**config.mk**
```make
export PLATFORM = sky130hd
export DESIGN_NAME = pin_lock_controller
export DESIGN_NICKNAME = d
export VERILOG_FILES = /design/src/rtl/pin_lock_pkg.sv /design/src/rtl/digit_shift_collector.sv /design/src/rtl/pin_lock_controller.sv
export SDC_FILE = /design/constraint.sdc
export NUM_CORES = 1
export LEC_CHECK = 0
export BUFFER_PORTS_ARGS = -buffer_cell sky130_fd_sc_hd__buf_2
export CAP_MARGIN = 20
export CORE_MARGIN = 1
export CORE_UTILIZATION = 53
export CTS_CLUSTER_SIZE = 14
export DETAILED_ROUTE_END_ITERATION = 8
export GPL_TIMING_DRIVEN = 0
export PLACE_DENSITY = 0.72
export SLEW_MARGIN = 20
export SYNTH_ARGS = -nofsm -noshare
export SYNTH_HDL_FRONTEND = slang
export SYNTH_SLANG_ARGS = --single-unit
```
**constraint.sdc**
```tcl
create_clock -name clk -period 2.2 [get_ports clk]
set_input_delay 0.44 -clock clk [delete_from_list [all_inputs] [get_ports clk]]
set_output_delay 0.44 -clock clk [all_outputs]
set_load 0.005 [all_outputs]
```
**src/rtl/pin_lock_pkg.sv**
```systemverilog
// Shared types and sizing helpers for the PIN lock controller and its digit collector.
package pin_lock_pkg;

    typedef enum logic [1:0] {
        ENTRY  = 2'd0,
        CHECK  = 2'd1,
        LOCKED = 2'd2,
        NEWPIN = 2'd3
    } state_t;

    // Wide enough to hold the longest lockout, LOCK_BASE << LOCK_MAX_SHIFT.
    function automatic int timer_width(input int base, input int max_shift);
        return $clog2(base << max_shift) + 1;
    endfunction

    function automatic int attempts_width(input int max_attempts);
        return $clog2(max_attempts + 1);
    endfunction

    function automatic int level_width(input int max_shift);
        return (max_shift > 0) ? $clog2(max_shift + 1) : 1;
    endfunction

    function automatic logic [31:0] lock_duration(input int base, input int level);
        return 32'(base) << level;
    endfunction

endpackage

```
**src/rtl/digit_shift_collector.sv**
```systemverilog
// Shift buffer plus digit index; the first digit accepted ends up as the MS digit.
module digit_shift_collector #(
    parameter int DIGIT_W    = 4,
    parameter int NUM_DIGITS = 4
) (
    input  logic                            clk,
    input  logic                            reset_n,
    input  logic                            accept,
    input  logic                            clear,
    input  logic [DIGIT_W-1:0]              digit,
    output logic [DIGIT_W*NUM_DIGITS-1:0]   buffer,
    output logic [DIGIT_W*NUM_DIGITS-1:0]   shifted,
    output logic                            done
);

    localparam int PIN_W = DIGIT_W * NUM_DIGITS;
    localparam int IDX_W = $clog2(NUM_DIGITS + 1);
    localparam logic [IDX_W-1:0] LAST_IDX = IDX_W'(NUM_DIGITS - 1);

    logic [PIN_W-1:0] buffer_reg;
    logic [PIN_W-1:0] buffer_next;
    logic [IDX_W-1:0] index_reg;
    logic [IDX_W-1:0] index_next;

    genvar gi;
    generate
        for (gi = 0; gi < NUM_DIGITS; gi++) begin : g_shift
            if (gi == 0) begin : g_lsd
                assign shifted[DIGIT_W-1:0] = digit;
            end else begin : g_upper
                assign shifted[gi*DIGIT_W +: DIGIT_W] = buffer_reg[(gi-1)*DIGIT_W +: DIGIT_W];
            end
        end
    endgenerate

    assign done   = accept && !clear && (index_reg == LAST_IDX);
    assign buffer = buffer_reg;

    always_comb begin
        buffer_next = buffer_reg;
        index_next  = index_reg;
        if (clear) begin
            buffer_next = '0;
            index_next  = '0;
        end else if (accept) begin
            buffer_next = shifted;
            index_next  = done ? '0 : index_reg + 1'b1;
        end
    end

    always_ff @(posedge clk or negedge reset_n) begin
        if (!reset_n) begin
            buffer_reg <= '0;
            index_reg  <= '0;
        end else begin
            buffer_reg <= buffer_next;
            index_reg  <= index_next;
        end
    end

endmodule

```
**src/rtl/pin_lock_controller.sv**
```systemverilog
// Digit-serial PIN checker with run-time PIN change and doubling lockout after repeated failures.
module pin_lock_controller
    import pin_lock_pkg::*;
#(
    parameter int DIGIT_W        = 4,
    parameter int NUM_DIGITS     = 4,
    parameter int MAX_ATTEMPTS   = 3,
    parameter int LOCK_BASE      = 5,
    parameter int LOCK_MAX_SHIFT = 3,
    parameter logic [DIGIT_W*NUM_DIGITS-1:0] DEFAULT_PIN = 16'h8642,
    localparam int TIMER_W = timer_width(LOCK_BASE, LOCK_MAX_SHIFT),
    localparam int ATT_W   = attempts_width(MAX_ATTEMPTS)
) (
    input  logic                clk,
    input  logic                reset_n,
    input  logic                digit_valid,
    input  logic [DIGIT_W-1:0]  digit_in,
    output logic                digit_ready,
    input  logic                clear,
    input  logic                change_req,
    output logic                access_granted,
    output logic                access_denied,
    output logic                pin_updated,
    output logic                locked,
    output logic [TIMER_W-1:0]  lock_remaining,
    output logic [ATT_W-1:0]    attempts_left
);

    localparam int PIN_W = DIGIT_W * NUM_DIGITS;
    localparam int LVL_W = level_width(LOCK_MAX_SHIFT);
    localparam logic [ATT_W-1:0] MAX_CNT = ATT_W'(MAX_ATTEMPTS);
    localparam logic [LVL_W-1:0] MAX_LVL = LVL_W'(LOCK_MAX_SHIFT);

    state_t             state_reg,      state_next;
    logic [ATT_W-1:0]   fail_cnt_reg,   fail_cnt_next;
    logic [LVL_W-1:0]   lock_level_reg, lock_level_next;
    logic [TIMER_W-1:0] timer_reg,      timer_next;
    logic               locked_reg,     locked_next;
    logic [PIN_W-1:0]   stored_pin_reg, stored_pin_next;
    logic               granted_reg,    granted_next;
    logic               denied_reg,     denied_next;
    logic               updated_reg,    updated_next;

    logic [PIN_W-1:0]   buffer;
    logic [PIN_W-1:0]   shifted;
    logic               collect_done;
    logic               collect_accept;
    logic               collect_clear;
    logic [ATT_W-1:0]   fail_inc;
    logic [31:0]        lock_dur;

    assign digit_ready    = (state_reg == ENTRY) || (state_reg == NEWPIN);
    // clear outranks a same-cycle digit, and is ignored whenever digits are not being taken.
    assign collect_clear  = clear && digit_ready;
    assign collect_accept = digit_valid && digit_ready && !clear;

    digit_shift_collector #(
        .DIGIT_W    (DIGIT_W),
        .NUM_DIGITS (NUM_DIGITS)
    ) u_collector (
        .clk     (clk),
        .reset_n (reset_n),
        .accept  (collect_accept),
        .clear   (collect_clear),
        .digit   (digit_in),
        .buffer  (buffer),
        .shifted (shifted),
        .done    (collect_done)
    );

    assign fail_inc = fail_cnt_reg + 1'b1;
    assign lock_dur = lock_duration(LOCK_BASE, int'(lock_level_reg));

    always_comb begin
        state_next      = state_reg;
        fail_cnt_next   = fail_cnt_reg;
        lock_level_next = lock_level_reg;
        timer_next      = timer_reg;
        locked_next     = locked_reg;
        stored_pin_next = stored_pin_reg;
        granted_next    = 1'b0;
        denied_next     = 1'b0;
        updated_next    = 1'b0;

        case (state_reg)
            ENTRY: begin
                if (collect_done) begin
                    state_next = CHECK;
                end
            end
            CHECK: begin
                if (buffer == stored_pin_reg) begin
                    granted_next    = 1'b1;
                    fail_cnt_next   = '0;
                    lock_level_next = '0;
                    state_next      = change_req ? NEWPIN : ENTRY;
                end else begin
                    denied_next = 1'b1;
                    if (fail_inc == MAX_CNT) begin
                        state_next    = LOCKED;
                        timer_next    = lock_dur[TIMER_W-1:0];
                        locked_next   = 1'b1;
                        fail_cnt_next = '0;
                        if (lock_level_reg != MAX_LVL) begin
                            lock_level_next = lock_level_reg + 1'b1;
                        end
                    end else begin
                        fail_cnt_next = fail_inc;
                        state_next    = ENTRY;
                    end
                end
            end
            LOCKED: begin
                if (timer_reg == TIMER_W'(1)) begin
                    timer_next  = '0;
                    locked_next = 1'b0;
                    state_next  = ENTRY;
                end else begin
                    timer_next = timer_reg - 1'b1;
                end
            end
            NEWPIN: begin
                if (clear) begin
                    state_next = ENTRY;
                end else if (collect_done) begin
                    stored_pin_next = shifted;
                    updated_next    = 1'b1;
                    state_next      = ENTRY;
                end
            end
            default: begin
                state_next = ENTRY;
            end
        endcase
    end

    always_ff @(posedge clk or negedge reset_n) begin
        if (!reset_n) begin
            state_reg      <= ENTRY;
            fail_cnt_reg   <= '0;
            lock_level_reg <= '0;
            timer_reg      <= '0;
            locked_reg     <= 1'b0;
            stored_pin_reg <= DEFAULT_PIN;
            granted_reg    <= 1'b0;
            denied_reg     <= 1'b0;
            updated_reg    <= 1'b0;
        end else begin
            state_reg      <= state_next;
            fail_cnt_reg   <= fail_cnt_next;
            lock_level_reg <= lock_level_next;
            timer_reg      <= timer_next;
            locked_reg     <= locked_next;
            stored_pin_reg <= stored_pin_next;
            granted_reg    <= granted_next;
            denied_reg     <= denied_next;
            updated_reg    <= updated_next;
        end
    end

    assign access_granted = granted_reg;
    assign access_denied  = denied_reg;
    assign pin_updated    = updated_reg;
    assign locked         = locked_reg;
    assign lock_remaining = timer_reg;
    assign attempts_left  = MAX_CNT - fail_cnt_reg;

endmodule

```
Word level (Yosys, flattened, before mapping)
Cells that the tools add are included.
Widths: inputs -> output; s select.
{"block": "classes", "shift": 1, "n_eq_ne": 13, "mux": 33, "add_sub_neg": 5, "bitwise": 1, "n_reduce_logical": 18}
{"op": "$mux 16", "n": 2}
{"op": "$mux 2", "n": 12}
{"op": "$mux 7", "n": 3}
{"op": "$eq 16x16->1", "n": 1}
{"op": "$pmux 7 s2", "n": 1}
{"op": "$reduce_and 3->1", "n": 4}
{"op": "$mux 1", "n": 10}
{"op": "$mux 3", "n": 3}
{"op": "$ne 2x2->1 const B", "n": 4}
{"op": "$pmux 2 s4", "n": 1}
{"op": "$reduce_bool 2->1", "n": 4}
{"op": "$eq 7x1->1 const B", "n": 1}
{"op": "$shl 3x2->7 const A", "n": 1}
{"op": "$sub 7x1->7 const B", "n": 1}
{"op": "$eq 2x2->1 const B", "n": 3}
{"op": "$logic_and 1x1->1", "n": 5}
{"op": "$add 2x1->2 const B", "n": 2}
{"op": "$reduce_and 4->1", "n": 1}
{"op": "$add 3x1->3 const B", "n": 1}
{"op": "$eq 3x2->1 const B", "n": 1}
{"op": "$ne 3x2->1 const B", "n": 1}
{"op": "$eq 2x1->1 const B", "n": 1}
{"op": "$logic_not 1->1", "n": 2}
{"op": "$logic_not 2->1", "n": 1}
{"op": "other kinds (5)", "n": 5}
{"block": "totals", "elab_cells": 82, "ff_bits": 52, "inputBits": 9, "output_inout_bits": 14}

Depth between registers and ports, before layout
{"block": "logic_depth", "ltp_word": 9, "ltp_mapped": 9, "depth_no_buf": 8}

Cells and area by module
A second synthesis with hierarchy kept.
{"block": "hier_totals", "cells_unflattened": 287, "hier_area_um2": 2813.9}
{"mod": "pin_lock_controller", "seq_area_each_um2": 832.0, "area_each_um2": 1893.1, "instances": 1, "cells_per_inst": 205}
{"mod": "digit_shift_collector", "seq_area_each_um2": 475.5, "area_each_um2": 920.9, "instances": 1, "cells_per_inst": 82}

Worst setup path after synthesis
Ideal clock, no wire load.
{"block": "synth_path", "path_kind": "flip-flop to flip-flop", "startpoint": "register state_reg[0]", "endpoint": "register stored_pin_reg[11]", "stages_incl_launch_ff": 10, "synth_period_minus_slack_ps": 2168, "arrival_ps": 2043, "n_path_buf": 2, "t_required_ps": 2075, "setup_slack_ps": 32, "setup_time_ps": 125, "cell_sequence": "dfrtp_1 -> inv_1 -> ha_1 -> inv_2 -> and3_1 -> buf_4 -> nor3b_2 -> nand2_1 -> buf_4 -> mux2_2"}
{"block": "synth_via", "elab_chain_len": 7, "word_cells_on_any_way": 10}
{"item": "start, declared", "line": "pin_lock_controller.sv:34", "text": "state_t state_reg, state_next;"}
{"item": "start signal, assigned", "line": "pin_lock_controller.sv:149", "text": "state_reg <= state_next;"}
{"item": "$eq 2x2->1 or $logic_not 2->1 (tied branches)", "line": "pin_lock_controller.sv:52", "text": "assign digit_ready = (state_reg == ENTRY) || (state_reg == NEWPIN);"}
{"item": "$logic_or 1x1->1 *", "line": "pin_lock_controller.sv:52"}
{"item": "via digit_ready", "line": "pin_lock_controller.sv:18", "text": "output logic digit_ready,"}
{"item": "$logic_and 1x1->1 (on tied branches)", "line": "pin_lock_controller.sv:55, pin_lock_controller.sv:54"}
{"item": "$logic_and 1x1->1 or $logic_not 1->1 (tied branches)", "line": "pin_lock_controller.sv:55, digit_shift_collector.sv:36"}
{"item": "$logic_and 1x1->1 * (2 in a row)", "line": "digit_shift_collector.sv:36", "text": "assign done = accept && !clear && (index_reg == LAST_IDX);"}
{"item": "$reduce_and 3->1 (no source line) *"}
{"item": "end signal, assigned", "line": "pin_lock_controller.sv:154", "text": "stored_pin_reg <= stored_pin_next;"}
{"item": "end, declared", "line": "pin_lock_controller.sv:39", "text": "logic [PIN_W-1:0] stored_pin_reg, stored_pin_next;"}
The timed path passes the listed nets; every way through them passes the cells marked *.
A chain may end at the register's enable or synchronous reset.

Worst setup path in the final report
{"block": "layout_path", "startpoint": "register state_reg[0]", "endpoint": "register stored_pin_reg[14]"}
{"block": "layout_via", "elab_chain_len": 7, "word_cells_on_any_way": 10}
{"item": "$eq 2x2->1 or $logic_not 2->1 (tied branches)", "line": "pin_lock_controller.sv:52, pin_lock_controller.sv:85"}
{"item": "$logic_or 1x1->1", "line": "pin_lock_controller.sv:52"}
{"item": "$logic_and 1x1->1 (on tied branches)", "line": "pin_lock_controller.sv:55, pin_lock_controller.sv:54"}
{"item": "$logic_and 1x1->1 or $logic_not 1->1 (tied branches)", "line": "pin_lock_controller.sv:55, digit_shift_collector.sv:36"}
{"item": "$logic_and 1x1->1 (2 in a row)", "line": "digit_shift_collector.sv:36"}
{"item": "$reduce_and 3->1 (no source line) *"}
Mark *: on every way between the ends. The rest lies on a longest branch, timed or not.

==> insert_results.sql <==
INSERT INTO impl_metrics (metric_group, metric, value, unit) VALUES
('logic_synthesis', 'yosys-top-cells-area', 'dfrtp_1 47%, mux2_2 7.1%, xor2_1 5.5%', ''),
('critical_path', 'endpoint_kind', 'register', ''),
('logic_synthesis', 'synth-adder-area-share', '5.448', '%'),
('floorplan', 'floorplan.die_area', '0.005047', 'sq mm'),
('critical_path', 'rr_endpoint', 'stored_pin_reg[14]$_DFFE_PN0P_', ''),
('floorplan', 'initial_utilization', '56.46', '%'),
('timing', 'max_slew_margin', '48.09', '%'),
('flow_run', 'max_capacitance_violation_total', '0', ''),
('critical_path', 'critical_path.cell_chain', 'inv_2 > ha_2 > inv_2 > and3_1 > buf_6 > nor3b_4 > nand2_4 > buf_6 > mux2_2', ''),
('timing', 'max_freq', '468.1', 'MHz'),
('layout', 'areaGrowthSynthToFinish', '15.75', '%'),
('clocking', 'cts.root.buffer_cell', 'clkbuf_8', ''),
('floorplan', 'fp.dieH', '71.04', 'um'),
('layout', 'final_nets', '272', ''),
('logic_synthesis', 'synth.avg_cell_area', '11.86', 'sq um'),
('power_and_ir_drop', 'net-switching-power', '1.431', 'mW'),
('clocking', 'clkSlewWorstSetupHoldPaths', '0.10', 'ns'),
('critical_path', 'slowest_stage', 'dfrtp_1', ''),
('logic_synthesis', 'yosys.area_share.simple', '8.717', '%'),
('critical_path', 'ff2ff_path_depth', '9', ''),
('logic_synthesis', 'synthMuxAreaShare', '8.915', '%'),
('worst_hold_path', 'worst_hold_path_type', 'primary input to asynchronous set/reset pin', ''),
('logic_synthesis', 'post_synth_edffs', '0', ''),
('critical_path', 'critical_path.n_buffers_inverters', '4', ''),
('routing', 'route.detailed.vias_per_inst', '5.744', ''),
('power_and_ir_drop', 'worst_ir_drop_vdd', '753.2', 'uV'),
('critical_path', 'r2r_start', 'state_reg[0]$_DFFE_PN0P_', ''),
('grt', 'wire_length_of_the_first_global_routing_pass', '8.073', 'mm'),
('timing', 'period_needed', '2.136', 'ns'),
('outcome', 'violations', 'DRC', ''),
('layout', 'filler_cell_count', '329', ''),
('clocking', 'numCtsBuffers', '5', ''),
('floorplan', 'fp-row-count', '24', ''),
('power_and_ir_drop', 'clock_power_share', '16.7', '%'),
('grt', 'groute.usage.overall', '21.00', '%'),
('power_and_ir_drop', 'internal_power', '2.112', 'mW'),
('layout', 'layout.core_utilization', '65.35', '%'),
('critical_path', 'dominant_delay_contributor_by_cell_family_on_the_critical_path', 'simple AND/OR/NAND/NOR gates', ''),
('routing', 'routed-via-count', '1752', ''),
('grt', 'pin_count_of_the_biggest_net_entering_global_routing', '53', ''),
('routing', 'number_of_routed_nets_with_antenna_violations', '0', ''),
('critical_path', 'cp_data_required_time', '2.41', 'ns'),
('routing', 'drc', '2', ''),
('grt', 'grt_remaining_overflow', '0', ''),
('outcome', 'outcome', 'finished with violations', ''),
('routing', 'totalWireLength', '4.971', 'mm'),
('routing', 'drt-initial-drc-count', '142', ''),
('power_and_ir_drop', 'power_leakage', '1.526', 'nW'),
('logic_synthesis', 'synthesis.nets', '233', ''),
('power_and_ir_drop', 'power.share.switching', '40.38', '%'),
('layout', 'multi_input_comb_area', '0.001149', 'sq mm'),
('layout', 'layout-drive-gt1-share', '32.41', '%'),
('grt', 'first_global_vias', '1662', ''),
('logic_synthesis', 'mappedNetlistArea', '0.002526', 'sq mm'),
('clocking', 'cts_tree', 'done', ''),
('placement', 'placement.io_buffers', '22', ''),
('layout', 'antenna_cells_inserted', '0', ''),
('layout', 'register_area', '0.001308', 'sq mm'),
('power_and_ir_drop', 'pwr_density_cell', '1212', 'mW/mm^2'),
('logic_synthesis', 'syn-instance-count', '213', ''),
('critical_path', 'critPathMaxFanout', '10', ''),
('logic_synthesis', 'synth_top_area_share', '46.56', '%'),
('power_and_ir_drop', 'seqPwrFrac', '38.3', '%'),
('timing', 'timing.setup.tns', '0', 'ns'),
('floorplan', 'core_area', '0.004474', 'sq mm'),
('power_and_ir_drop', 'final_total_pwr', '3.543', 'mW'),
('clocking', 'clkSinkCount', '52', ''),
('timing', 'final.setup_skew', '0.01397', 'ns'),
('routing', 'first_pass_iters', '8', ''),
('critical_path', 'critical_path_class', 'register to register', ''),
('critical_path', 'critical_path_depth', '9', '');
## cell type report
cell class / instances / share of cell area, %
multi-input combinational: 140 / 39.28
clock inverter: 3 / 0.9414
sequential: 52 / 44.72
timing repair buffer: 32 / 6.846
buffer: 6 / 1.712
inverter: 15 / 1.926
tap: 52 / 2.225
clock buffer: 5 / 2.353
## how the worst min path moves through the flow
| stage | startpoint | to | slack (ns) | depth (start not counted) |
|---|---|---|---|---|
| 6_report | reset_n | lock_remaining[1]$_DFFE_PN0P_ | 0.14 | 1 |
| 5_1_grt | reset_n | lock_remaining[1]$_DFFE_PN0P_ | 0.19 | 1 |
| 4_1_cts | reset_n | lock_remaining[1]$_DFFE_PN0P_ | 0.16 | 1 |
| 3_5_place_dp | u_collector.index_reg[1]$_DFFE_PN0P_ | u_collector.index_reg[1]$_DFFE_PN0P_ | 0.49 | 1 |
| 3_3_place_gp | locked$_DFFE_PN0P_ | locked$_DFFE_PN0P_ | 0.49 | 2 |
| 2_1_floorplan | reset_n | access_denied$_DFF_PN0_ | 0.14 | 0 |
## through the flow
stage	worst slack, ns	cell area (sq um)	hold WS (ns)	instances
CTS	0.005177	2851	0.1631	299
detailed placement	-0.2726	2704	0.4918	287
global placement	-0.2715	2701	0.4851	287
finish	0.06354	2924	0.1353	305
global route	-0.03100	2924	0.1920	305
floorplan	0.03242	2526	0.1444	213
## what timing repair did
| item | CTS | global route |
|---|---|---|
| setup buffers | 4 | 6 |
| endpoints found under the setup margin | 17 | 25 |
| pin swaps | 2 | 1 |
| gates resized for setup | 5 | 7 |
| hold buffers | 0 | 0 |
## placed cells by master (no fill, tap or decap), types with 3 or more instances in the layout
master and instances:
a21oi_1 9, nor2_1 8, o21ai_1 3, a22o_1 15, a22o_2 3, xor2_1 16
o21ai_0 11, nand2_1 10, dfrtp_1 47, clkbuf_8 5, nand3_1 3, buf_6 3
nor4_1 3, dfstp_2 5, inv_1 12, buf_2 21, mux2i_1 3, mux2_2 16
buf_4 11, ha_1 10
## synthesized netlist by cell type (2+ instances only)
| master | number |
|---|---|
| a211oi_1 | 2 |
| a21oi_1 | 9 |
| a22o_1 | 15 |
| a22o_2 | 3 |
| a32oi_1 | 2 |
| buf_4 | 3 |
| clkbuf_1 | 2 |
| dfrtp_1 | 47 |
| dfstp_2 | 5 |
| ha_1 | 11 |
| inv_1 | 13 |
| mux2_2 | 16 |
| mux2i_1 | 3 |
| nand2_1 | 11 |
| nand3_1 | 3 |
| nand4_1 | 2 |
| nor2_1 | 8 |
| nor3_1 | 2 |
| nor3b_2 | 2 |
| nor4_1 | 4 |
| o21ai_0 | 12 |
| o21ai_1 | 2 |
| o31ai_1 | 2 |
| xor2_1 | 16 |
## power groups by stage
stage,clock [mW],sequential [mW],combinational (mW)
after floorplan,0,1.33,1.05
after global placement,0,1.36,1.38
after detailed placement,0,1.37,1.40
after CTS,0.595,1.35,1.53
after global routing,0.631,1.38,1.76
final,0.591,1.36,1.60
## cell families (layout without fill, tap and decap cells)
kind of cell	after synthesis	count (layout)
flip-flops	52	52
multiplexers	20	20
AND/OR/NAND/NOR	39	39
adder cells (fa/ha/maj)	11	11
buffers and inverters	21	61
XOR/XNOR	16	16
AO/OA/AOI/OAI	54	54
## routing by layer
metal	vias up	wire, um	track usage [%]
met5	-	0	0
met4	0	117	8.444
met3	9	253	4.131
met2	51	2125	28.74
met1	846	2475	32.67
li1	846	-	-
No activity file was read; power rests on OpenSTA's default activity.
